[src/rtl/i2s_master_txrx_if.sv]
// Bus bundle for i2s_master_txrx: DAC sample handshake, ADC sample strobe and I2S pins.
// The master modport is the serial engine's view; slave is the audio-side/codec view.
interface i2s_master_txrx_if #(
   parameter int DATA_W = 16
);
   logic              tx_valid;
   logic              tx_ready;
   logic [DATA_W-1:0] tx_left;
   logic [DATA_W-1:0] tx_right;
   logic              tx_underrun;
   logic              rx_valid;
   logic [DATA_W-1:0] rx_left;
   logic [DATA_W-1:0] rx_right;
   logic              i2s_bclk;
   logic              i2s_lrclk;
   logic              i2s_dacdat;
   logic              i2s_adcdat;

   modport master (
      input  tx_valid, tx_left, tx_right, i2s_adcdat,
      output tx_ready, tx_underrun, rx_valid, rx_left, rx_right,
             i2s_bclk, i2s_lrclk, i2s_dacdat
   );

   modport slave (
      output tx_valid, tx_left, tx_right, i2s_adcdat,
      input  tx_ready, tx_underrun, rx_valid, rx_left, rx_right,
             i2s_bclk, i2s_lrclk, i2s_dacdat
   );
endinterface

[src/rtl/i2s_master_txrx.sv]
// Full-duplex I2S master: BCLK/LRCLK generation, one-deep DAC holding register, ADC deserialiser.
// Define I2S_LOOPBACK_EN to feed the RX sampler from the internal DAC data register.
//
// Holding register FSM:
//   state      | meaning
//   HOLD_EMPTY | no pending DAC pair, tx_ready=1, accepts on tx_valid
//   HOLD_FULL  | pair waiting for the next frame start, tx_ready=0
module i2s_master_txrx #(
   parameter int DATA_W   = 16,
   parameter int SLOT_W   = 32,
   parameter int BCLK_DIV = 4,
   parameter int MODE     = 0
) (
   input logic               clk,
   input logic               rst_n,
   i2s_master_txrx_if.master bus
);
   localparam int FRAME_W = 2 * SLOT_W;
   localparam int DIV_W   = (BCLK_DIV > 1) ? $clog2(BCLK_DIV) : 1;
   localparam int BIT_W   = $clog2(FRAME_W);
   localparam int OFF     = (MODE == 0) ? 1 : 0;

   localparam logic [DIV_W-1:0] DIV_LAST = DIV_W'(BCLK_DIV - 1);
   localparam logic [BIT_W-1:0] BIT_LAST = BIT_W'(FRAME_W - 1);
   localparam logic [BIT_W-1:0] SLOT_LEN = BIT_W'(SLOT_W);

   typedef enum logic {HOLD_EMPTY, HOLD_FULL} hold_state_t;

   logic [DIV_W-1:0]   div_cnt;
   logic               bclk_q;
   logic               div_tc;
   logic               rise_ev;
   logic               fall_ev;
   logic [BIT_W-1:0]   bit_cnt;
   logic [BIT_W-1:0]   bit_nxt;
   logic               lrclk_q;
   logic               frame_start;
   hold_state_t        hold_state;
   hold_state_t        hold_state_nxt;
   logic               tx_accept;
   logic               hold_to_shift;
   logic               underrun_set;
   logic [DATA_W-1:0]  hold_l;
   logic [DATA_W-1:0]  hold_r;
   logic [FRAME_W-1:0] shift_q;
   logic [FRAME_W-1:0] shift_src;
   logic               dac_q;
   logic               underrun_q;
   logic               rx_bit;
   logic               rx_right_slot;
   logic [BIT_W-1:0]   slot_idx;
   logic [BIT_W-1:0]   win_idx;
   logic               in_window;
   logic               rx_last;
   logic [DATA_W-1:0]  rx_sh_l;
   logic [DATA_W-1:0]  rx_sh_r;
   logic [DATA_W:0]    rx_l_ext;
   logic [DATA_W:0]    rx_r_ext;
   logic               rx_valid_q;
   logic [DATA_W-1:0]  rx_left_q;
   logic [DATA_W-1:0]  rx_right_q;

   // Left-aligns a sample inside its slot, leaving the I2S one-bit delay in MODE 0.
   function automatic logic [SLOT_W-1:0] slot_image(input logic [DATA_W-1:0] s);
      return SLOT_W'(s) << (SLOT_W - DATA_W - OFF);
   endfunction

   assign div_tc  = (div_cnt == DIV_LAST);
   assign rise_ev = div_tc & ~bclk_q;
   assign fall_ev = div_tc & bclk_q;

   always_ff @(posedge clk or negedge rst_n) begin
      if (!rst_n) begin
         div_cnt <= '0;
         bclk_q  <= 1'b0;
      end else if (div_tc) begin
         div_cnt <= '0;
         bclk_q  <= ~bclk_q;
      end else begin
         div_cnt <= div_cnt + 1'b1;
      end
   end

   assign bit_nxt     = (bit_cnt == BIT_LAST) ? '0 : bit_cnt + 1'b1;
   assign frame_start = fall_ev & (bit_cnt == BIT_LAST);

   // Reset parks the counter on the last right-slot bit so the first fall starts a frame.
   always_ff @(posedge clk or negedge rst_n) begin
      if (!rst_n) begin
         bit_cnt <= BIT_LAST;
         lrclk_q <= 1'b1;
      end else if (fall_ev) begin
         bit_cnt <= bit_nxt;
         lrclk_q <= (bit_nxt >= SLOT_LEN);
      end
   end

   always_ff @(posedge clk or negedge rst_n) begin
      if (!rst_n) hold_state <= HOLD_EMPTY;
      else        hold_state <= hold_state_nxt;
   end

   always_comb begin
      hold_state_nxt = hold_state;
      tx_accept      = 1'b0;
      hold_to_shift  = 1'b0;
      underrun_set   = 1'b0;
      case (hold_state)
         HOLD_EMPTY: begin
            underrun_set = frame_start;
            if (bus.tx_valid) begin
               tx_accept      = 1'b1;
               hold_state_nxt = HOLD_FULL;
            end
         end
         HOLD_FULL: begin
            if (frame_start) begin
               hold_to_shift  = 1'b1;
               hold_state_nxt = HOLD_EMPTY;
            end
         end
      endcase
   end

   always_ff @(posedge clk or negedge rst_n) begin
      if (!rst_n) begin
         hold_l <= '0;
         hold_r <= '0;
      end else if (tx_accept) begin
         hold_l <= bus.tx_left;
         hold_r <= bus.tx_right;
      end
   end

   // On frame start the freshly loaded image's MSB goes straight out as bit 0.
   assign shift_src = !frame_start  ? shift_q :
                      hold_to_shift ? {slot_image(hold_l), slot_image(hold_r)} : '0;

   always_ff @(posedge clk or negedge rst_n) begin
      if (!rst_n) begin
         shift_q <= '0;
         dac_q   <= 1'b0;
      end else if (fall_ev) begin
         dac_q   <= shift_src[FRAME_W-1];
         shift_q <= {shift_src[FRAME_W-2:0], 1'b0};
      end
   end

   always_ff @(posedge clk or negedge rst_n) begin
      if (!rst_n) underrun_q <= 1'b0;
      else        underrun_q <= underrun_set;
   end

`ifdef I2S_LOOPBACK_EN
   assign rx_bit = dac_q;
`else
   assign rx_bit = bus.i2s_adcdat;
`endif

   // bit_cnt only moves on falls, so at a rise it names the bit currently on the wire.
   assign rx_right_slot = (bit_cnt >= SLOT_LEN);
   assign slot_idx      = rx_right_slot ? bit_cnt - SLOT_LEN : bit_cnt;
   assign win_idx       = slot_idx - BIT_W'(OFF);
   assign in_window     = (win_idx < BIT_W'(DATA_W));
   assign rx_last       = rx_right_slot & (win_idx == BIT_W'(DATA_W - 1));
   assign rx_l_ext      = {rx_sh_l, rx_bit};
   assign rx_r_ext      = {rx_sh_r, rx_bit};

   always_ff @(posedge clk or negedge rst_n) begin
      if (!rst_n) begin
         rx_sh_l    <= '0;
         rx_sh_r    <= '0;
         rx_left_q  <= '0;
         rx_right_q <= '0;
         rx_valid_q <= 1'b0;
      end else begin
         rx_valid_q <= 1'b0;
         if (rise_ev && in_window) begin
            if (rx_right_slot) rx_sh_r <= rx_r_ext[DATA_W-1:0];
            else               rx_sh_l <= rx_l_ext[DATA_W-1:0];
            if (rx_last) begin
               rx_left_q  <= rx_sh_l;
               rx_right_q <= rx_r_ext[DATA_W-1:0];
               rx_valid_q <= 1'b1;
            end
         end
      end
   end

   assign bus.tx_ready    = (hold_state == HOLD_EMPTY);
   assign bus.tx_underrun = underrun_q;
   assign bus.rx_valid    = rx_valid_q;
   assign bus.rx_left     = rx_left_q;
   assign bus.rx_right    = rx_right_q;
   assign bus.i2s_bclk    = bclk_q;
   assign bus.i2s_lrclk   = lrclk_q;
   assign bus.i2s_dacdat  = dac_q;
endmodule

[src/flat_wrapper.sv]
// flat-port wrapper written by rule: the top's interface ports become plain ports
module i2s_master_txrx_flat 
#(
   parameter int DATA_W   = 16,
   parameter int SLOT_W   = 32,
   parameter int BCLK_DIV = 4,
   parameter int MODE     = 0
)
  (clk, rst_n, bus_tx_valid, bus_tx_left, bus_tx_right, bus_i2s_adcdat, bus_tx_ready, bus_tx_underrun, bus_rx_valid, bus_rx_left, bus_rx_right, bus_i2s_bclk, bus_i2s_lrclk, bus_i2s_dacdat);
  i2s_master_txrx_if #(.DATA_W(DATA_W)) bus_i ();
  input logic clk;
  input logic rst_n;
  input wire logic [$bits(bus_i.tx_valid)-1:0] bus_tx_valid;
  input wire logic [$bits(bus_i.tx_left)-1:0] bus_tx_left;
  input wire logic [$bits(bus_i.tx_right)-1:0] bus_tx_right;
  input wire logic [$bits(bus_i.i2s_adcdat)-1:0] bus_i2s_adcdat;
  output wire logic [$bits(bus_i.tx_ready)-1:0] bus_tx_ready;
  output wire logic [$bits(bus_i.tx_underrun)-1:0] bus_tx_underrun;
  output wire logic [$bits(bus_i.rx_valid)-1:0] bus_rx_valid;
  output wire logic [$bits(bus_i.rx_left)-1:0] bus_rx_left;
  output wire logic [$bits(bus_i.rx_right)-1:0] bus_rx_right;
  output wire logic [$bits(bus_i.i2s_bclk)-1:0] bus_i2s_bclk;
  output wire logic [$bits(bus_i.i2s_lrclk)-1:0] bus_i2s_lrclk;
  output wire logic [$bits(bus_i.i2s_dacdat)-1:0] bus_i2s_dacdat;
  assign bus_i.tx_valid = bus_tx_valid;
  assign bus_i.tx_left = bus_tx_left;
  assign bus_i.tx_right = bus_tx_right;
  assign bus_i.i2s_adcdat = bus_i2s_adcdat;
  assign bus_tx_ready = bus_i.tx_ready;
  assign bus_tx_underrun = bus_i.tx_underrun;
  assign bus_rx_valid = bus_i.rx_valid;
  assign bus_rx_left = bus_i.rx_left;
  assign bus_rx_right = bus_i.rx_right;
  assign bus_i2s_bclk = bus_i.i2s_bclk;
  assign bus_i2s_lrclk = bus_i.i2s_lrclk;
  assign bus_i2s_dacdat = bus_i.i2s_dacdat;
  i2s_master_txrx #(.DATA_W(DATA_W), .SLOT_W(SLOT_W), .BCLK_DIV(BCLK_DIV), .MODE(MODE)) u_core (.clk(clk), .rst_n(rst_n), .bus(bus_i));
endmodule
[config.mk]
export PLATFORM = sky130hd
export DESIGN_NAME = i2s_master_txrx_flat
export DESIGN_NICKNAME = d
export VERILOG_FILES = /design/src/rtl/i2s_master_txrx_if.sv /design/src/rtl/i2s_master_txrx.sv /design/src/flat_wrapper.sv
export SDC_FILE = /design/constraint.sdc
export NUM_CORES = 1
export LEC_CHECK = 0
export BUFFER_PORTS_ARGS = -buffer_cell sky130_fd_sc_hd__buf_2
export CORE_MARGIN = 5
export CORE_UTILIZATION = 30
export DETAILED_ROUTE_END_ITERATION = 12
export HOLD_SLACK_MARGIN = 0.12
export PLACE_DENSITY = 0.5
export SLEW_MARGIN = 20
export SYNTH_ARGS = -nofsm -noshare
export SYNTH_HDL_FRONTEND = slang
export SYNTH_SLANG_ARGS = --single-unit
[constraint.sdc]
create_clock -name clk -period 5.3 [get_ports clk]
set_input_delay 0.265 -clock clk [delete_from_list [all_inputs] [get_ports clk]]
set_output_delay 0.265 -clock clk [all_outputs]
set_load 0.03 [all_outputs]
* Yosys cells after proc, flatten, opt, wreduce, memory -nomap -nowiden
Index checks and enable logic that the tools add are counted.
** Storage, ports and cells
- Register bits :: 172
- Latch bits :: 0
- RAM bits :: 0
- Bits in read-only memories :: 0
- Bits of input ports :: 36
- Output and inout port bits :: 38
- Word-level logic and storage cells :: 50
- Memories kept :: 0
** Operators by class
- $add $sub $neg :: 4
- $mul :: 0
- Div/mod/pow operators :: 0
- Order comparisons :: 3
- Equal/unequal tests :: 3
- Shifts and indexed selects :: 0
- Multiplexer cells :: 14
- Bitwise gates (word level) :: 7
- Reduce and logical (&&, ||, !) cells :: 4
** Operators by type and width (count)
- 64-bit 2-to-1 mux :: 1
- 63-bit 2-to-1 mux :: 1
- 6-bit greater-or-equal comparator (second input constant) :: 2
- 6-bit 2-to-1 mux :: 2
- 1-bit 2-to-1 mux :: 8
- 6-bit by 1-bit adder with 6-bit output (second input constant) :: 1
- 6-bit by 4-bit equality test with 1-bit output (second input constant) :: 1
- 6-bit equality test (second input constant) :: 1
- 6-bit by 5-bit < comparator with 1-bit output (second input constant) :: 1
- 2-bit AND reduction :: 3
- 6-bit by 1-bit subtractor with 6-bit output (second input constant) :: 1
- 6-bit subtractor (second input constant) :: 1
- 1-bit AND :: 4
- 1-bit inverter :: 3
- 2-bit by 1-bit adder with 2-bit output (second input constant) :: 1
- 2-bit equality test (second input constant) :: 1
- 2-bit 2-to-1 mux :: 1
- 1-bit case mux with 2 select lines :: 1
- 1-bit logical AND :: 1

* Logic depth before layout (Yosys ltp)
- Depth in word-level cells :: 7
- Gate-level depth with buffers :: 9
- Mapped depth without buffers :: 7

* Least setup slack after synthesis
Ideal clock, no wire load.
- Path kind :: register -> register
- Start point :: register u_core.bit_cnt[0]
- End point :: register u_core.rx_left_q[0], in the netlist u_core.bus.rx_left[0]
- Library setup time :: 0.125 ns
- Data arrival time :: 2.292 ns
- Data required time :: 5.175 ns
- Path slack :: 2.883 ns
- Stages on the path, launching flop included :: 10
- Path buffers :: 2
- Clock period less this slack :: 2.417 ns
- Path through :: dfstp_2 > inv_1 > ha_1 > or3b_1 > a21oi_2 > nand3_2 > or3b_1 > buf_2 > buf_6 > mux2_4
** Between the ends
- Longest elaborated chain between the ends :: 6
- Elaborated cells on any way between the ends :: 9
- Classes of those cells :: 2 x add/sub; 2 x order compare; 1 x eq/ne; 1 x mux; 1 x bitwise; 2 x reduce/logical
** Ends and longest elaborated chain
- start: declaration :: RTL line i2s_master_txrx.sv:34 : logic [BIT_W-1:0] bit_cnt;
- start signal: assignment :: RTL line i2s_master_txrx.sv:93 : bit_cnt <= bit_nxt;
- 6-bit subtractor or 6-bit greater-or-equal comparator (tied branches) :: RTL line i2s_master_txrx.sv:162, i2s_master_txrx.sv:161
- 6-bit 2-to-1 mux :: RTL line i2s_master_txrx.sv:162 : assign slot_idx = rx_right_slot ? bit_cnt - SLOT_LEN : bit_cnt;
- 6-bit by 1-bit subtractor with 6-bit output :: RTL line i2s_master_txrx.sv:163 : assign win_idx = slot_idx - BIT_W'(OFF);
- 6-bit by 5-bit < comparator with 1-bit output or 6-bit by 4-bit equality test with 1-bit output (tied branches) :: RTL line i2s_master_txrx.sv:164, i2s_master_txrx.sv:165
- 1-bit logical AND or 1-bit AND (tied branches) :: RTL line i2s_master_txrx.sv:178, i2s_master_txrx.sv:165
- 2-bit AND reduction (no source line) *
- end signal: assignment :: RTL line i2s_master_txrx.sv:182 : rx_left_q <= rx_sh_l;
- end: declaration :: RTL line i2s_master_txrx.sv:60 : logic [DATA_W-1:0] rx_left_q;
Mark *: on every way between the ends. The rest lies on a longest branch, timed or not.
A chain may end at the register's enable or synchronous reset.

* Worst setup path after layout
- Start point :: register u_core.bit_cnt[0]
- End point :: register u_core.rx_left_q[15], in the netlist u_core.bus.rx_left[15]
The elaborated chain is that of the path after synthesis.

==> metrics <==
Setup violations, final=0; Endpoint, Worst Hold=u_core.div_cnt[0]; area post-placement=~7000 sq um; Setup CP Type=reg -> reg; Clock Pin Slew Worst Setup and Hold Paths=roughly 0.06 ns; post-DP HPWL=about 7.4 mm; CTS H-Tree Depth=4; r2r setup slk=2.40 ns; sequential area share after synthesis=about three fifths; worst hold path type=reg -> reg; total CTS buffers=17; Post-Synth XOR/XNOR Area=less than 1%; detailed-route wire length=11.9 mm; ranking of synthesized cells by area=dfrtp_1 (58%), mux2_2 (11%), mux2_4 (6.8%); Reg2Reg Launch Point=u_core.bit_cnt[0]; critical path data required time=around 5.6 ns; unrepaired setup endpoints after global routing=false; DIE WIDTH=around 160 um; r2r endpoint=u_core.bus.rx_left[15]; Synth Area in Compound Gates=about 5.7%; Rows=53; share of the synthesized area in the top cell type=slightly below 60%; largest net degree at the start of global routing=about 110; number of I/O pins=74; leak pwr=roughly 3.8 nW; Reg2Reg Depth=7; clk_skew=around 0.0064 ns; CTS tree=done; Starting Density=30.5%; main flop type after synthesis=dfrtp_1; Synth Instances=520; share of layout cells above drive strength 1=around a third; FF+latch count, synth=roughly 160; gp weighted congestion=0.702; worst rel slew slack=39.2%; Simple-Gate Fraction of Synth Area=between 10% and 20%; clk buf depth=2; count of maximum capacitance violations=0; post-synthesis adder-cell area fraction=0.779%; worst slew pin tran=0.913 ns; design area=8010 sq um; Tcrit/Tclk final=54.6%; via count=between 4000 and 5000; Initial DRC Count=around 210; fmax=about 350 MHz; Mapped Area=6430 sq um; Final ANT Viol Nets=0; final routed DRC violation total=0; insertion delay to the later sink of the worst-skew pair=between 0.4 and 0.5 ns; Layout area overhead=24.6%; hold violation count in the final report=0; Hold Crit Depth=1; fin crit period=between 2 and 3 ns; number of vias per cell=roughly 4.5; setup tns final=0 ns; maximum vdd drop=187 uV; Core Box Area=21100 sq um; P per Cell Area=329 nW/um^2; hold path start=u_core.div_cnt[0]; clock root buffer=clkbuf_16; post-synthesis async set-or-reset flop share=between 90% and 100%; vias in the first global route=4142; count leader, synth=dfrtp_1; Layout fillers=approximately 2000; First-pass DRT Iterations=4; outcome=complete, no violations; Slew Viols, Final=0; PortBufs=73; initial antenna violation count=0; layout net count=about 650; Distinct cells, synth=32; Post-Syn Nets=560; Arr. time, crit path=between 3 and 4 ns; mux cell area share after synthesis=18.3%; ANT cells=0; Avg WL per Cell=~13 um; number of synthesized flops with an enable pin=0; first-pass GRT wire length=roughly 21 mm; total grt overflow=0; Clock Sinks=157; die area=24500 sq um; list of most frequent post-synthesis cells=dfrtp_1 (150), nand2_1 (73), mux2_2 (63); CP Capture Type=register; syn avg cell area=12.4 sq um; Yosys top cell by area=dfrtp_1; critical-path maximum fanout=33; Die Y=156 um; largest family of logic cells by synthesized area=multiplexers; Ys Warns=0; crit start category=register; gr usage total=roughly a tenth
==> routing by layer <==
layer	global-route usage, %	part of all wire, %
met1	13.8	48
met5	0	0
met2	16.1	45
met3	3.43	5.7
met4	3.18	1.2
==> area by class of cell <==
class / count / area, sq um / area share, %
Sequential cell: 157 / 3940 / 49.2
Multi-Input combinational cell: 322 / 2320 / 28.9
Timing Repair Buffer: 112 / 754 / 9.42
Clock buffer: 21 / 460 / 5.75
Tap cell: 275 / 344 / 4.30
Clock inverter: 11 / 181 / 2.26
Inverter: 4 / 15.0 / 0.187
==> repair_timing <==
| item | in CTS | in global routing |
|---|---|---|
| hold buffers | 35 | 0 |
| resized for setup | 0 | 0 |
| buffers inserted | 0 | 0 |
| hold endpoints to repair | 133 | 0 |
| setup endpoints to repair | 0 | 0 |
==> sequential cells by signal, indices dropped and copies added, names as in the netlist <==
name and count:
u_core.rx_sh_r 15, u_core.bus.i2s_lrclk 1, u_core.hold_r 16, u_core.bus.rx_left 16
u_core.rx_sh_l 16, u_core.bit_cnt 6, u_core.hold_state 1, u_core.bus.rx_right 16
u_core.bus.tx_underrun 1, u_core.div_cnt 2, u_core.shift_q 48, u_core.bus.i2s_dacdat 1
u_core.bus.i2s_bclk 1, u_core.hold_l 16, u_core.bus.rx_valid 1
==> worst max-delay path: stages (launching register included) <==
cell     delay, ns
dfstp_2       0.41
inv_1         0.08
ha_1          0.23
or3b_1        0.38
a21oi_2       0.18
nand3_2       0.33
or3b_4        0.76
mux2_1        0.40
==> cell usage in the layout, fill, tap and decap left out, types with 3 or more instances in the layout <==
master	n
o21ai_0	24
clkinv_4	5
buf_2	72
nand2_1	73
dlygate4sd3_1	35
clkbuf_8	3
nor2_1	35
inv_1	4
ha_1	4
buf_4	4
dfrtp_1	150
nand2b_1	3
clkbuf_16	17
nand3_1	34
mux2_2	63
dfstp_2	7
mux2_4	29
bufinv_16	4
mux2_1	3
a31oi_1	33
==> how the worst max path moves through the flow <==
stage | slack, ns | endpoint | start
floorplan | 2.88 | u_core.bus.rx_left[0] | u_core.bit_cnt[0]
global placement | 2.16 | u_core.bus.rx_left[15] | u_core.bit_cnt[0]
detailed placement | 2.06 | u_core.bus.rx_right[14] | u_core.bit_cnt[0]
CTS | 2.05 | u_core.bus.rx_right[15] | u_core.bit_cnt[0]
global route | 2.23 | u_core.bus.rx_right[15] | u_core.bit_cnt[1]
finish | 2.40 | u_core.bus.rx_left[15] | u_core.bit_cnt[0]
==> kinds of logic (layout without fill, tap and decap cells) <==
group                      count (synthesis)  in the layout
DFF                                      157            157
and+or+nand+nor                          157            157
muxes                                     95             95
AOI/OAI and AO/OA                         62             62
buffers and inverters                     41            148
adders and majority gates                  4              4
xor gates and xnor gates                   4              4
==> stage by stage <==
step                worst slack [ns]  power (mW)  utilization (%)  hold slack, ns  instances
global route                    2.23        2.75             38.0           0.462        902
finish                          2.40        2.64             38.0           0.425        902
floorplan                       2.88        1.29                -         -0.0306        520
global placement                2.16        1.34             33.3           0.413        835
CTS                             2.05        2.69             38.0           0.427        902
detailed placement              2.06        1.34             33.3           0.419        835
==> power breakdown <==
group / switching [mW] / leakage, nW / internal, mW
clock: 0.483 / 0.312 / 0.821
sequential: 0.0177 / 2.09 / 1.23
combinational: 0.0366 / 1.41 / 0.0499
No activity file was read; power rests on OpenSTA's default activity.
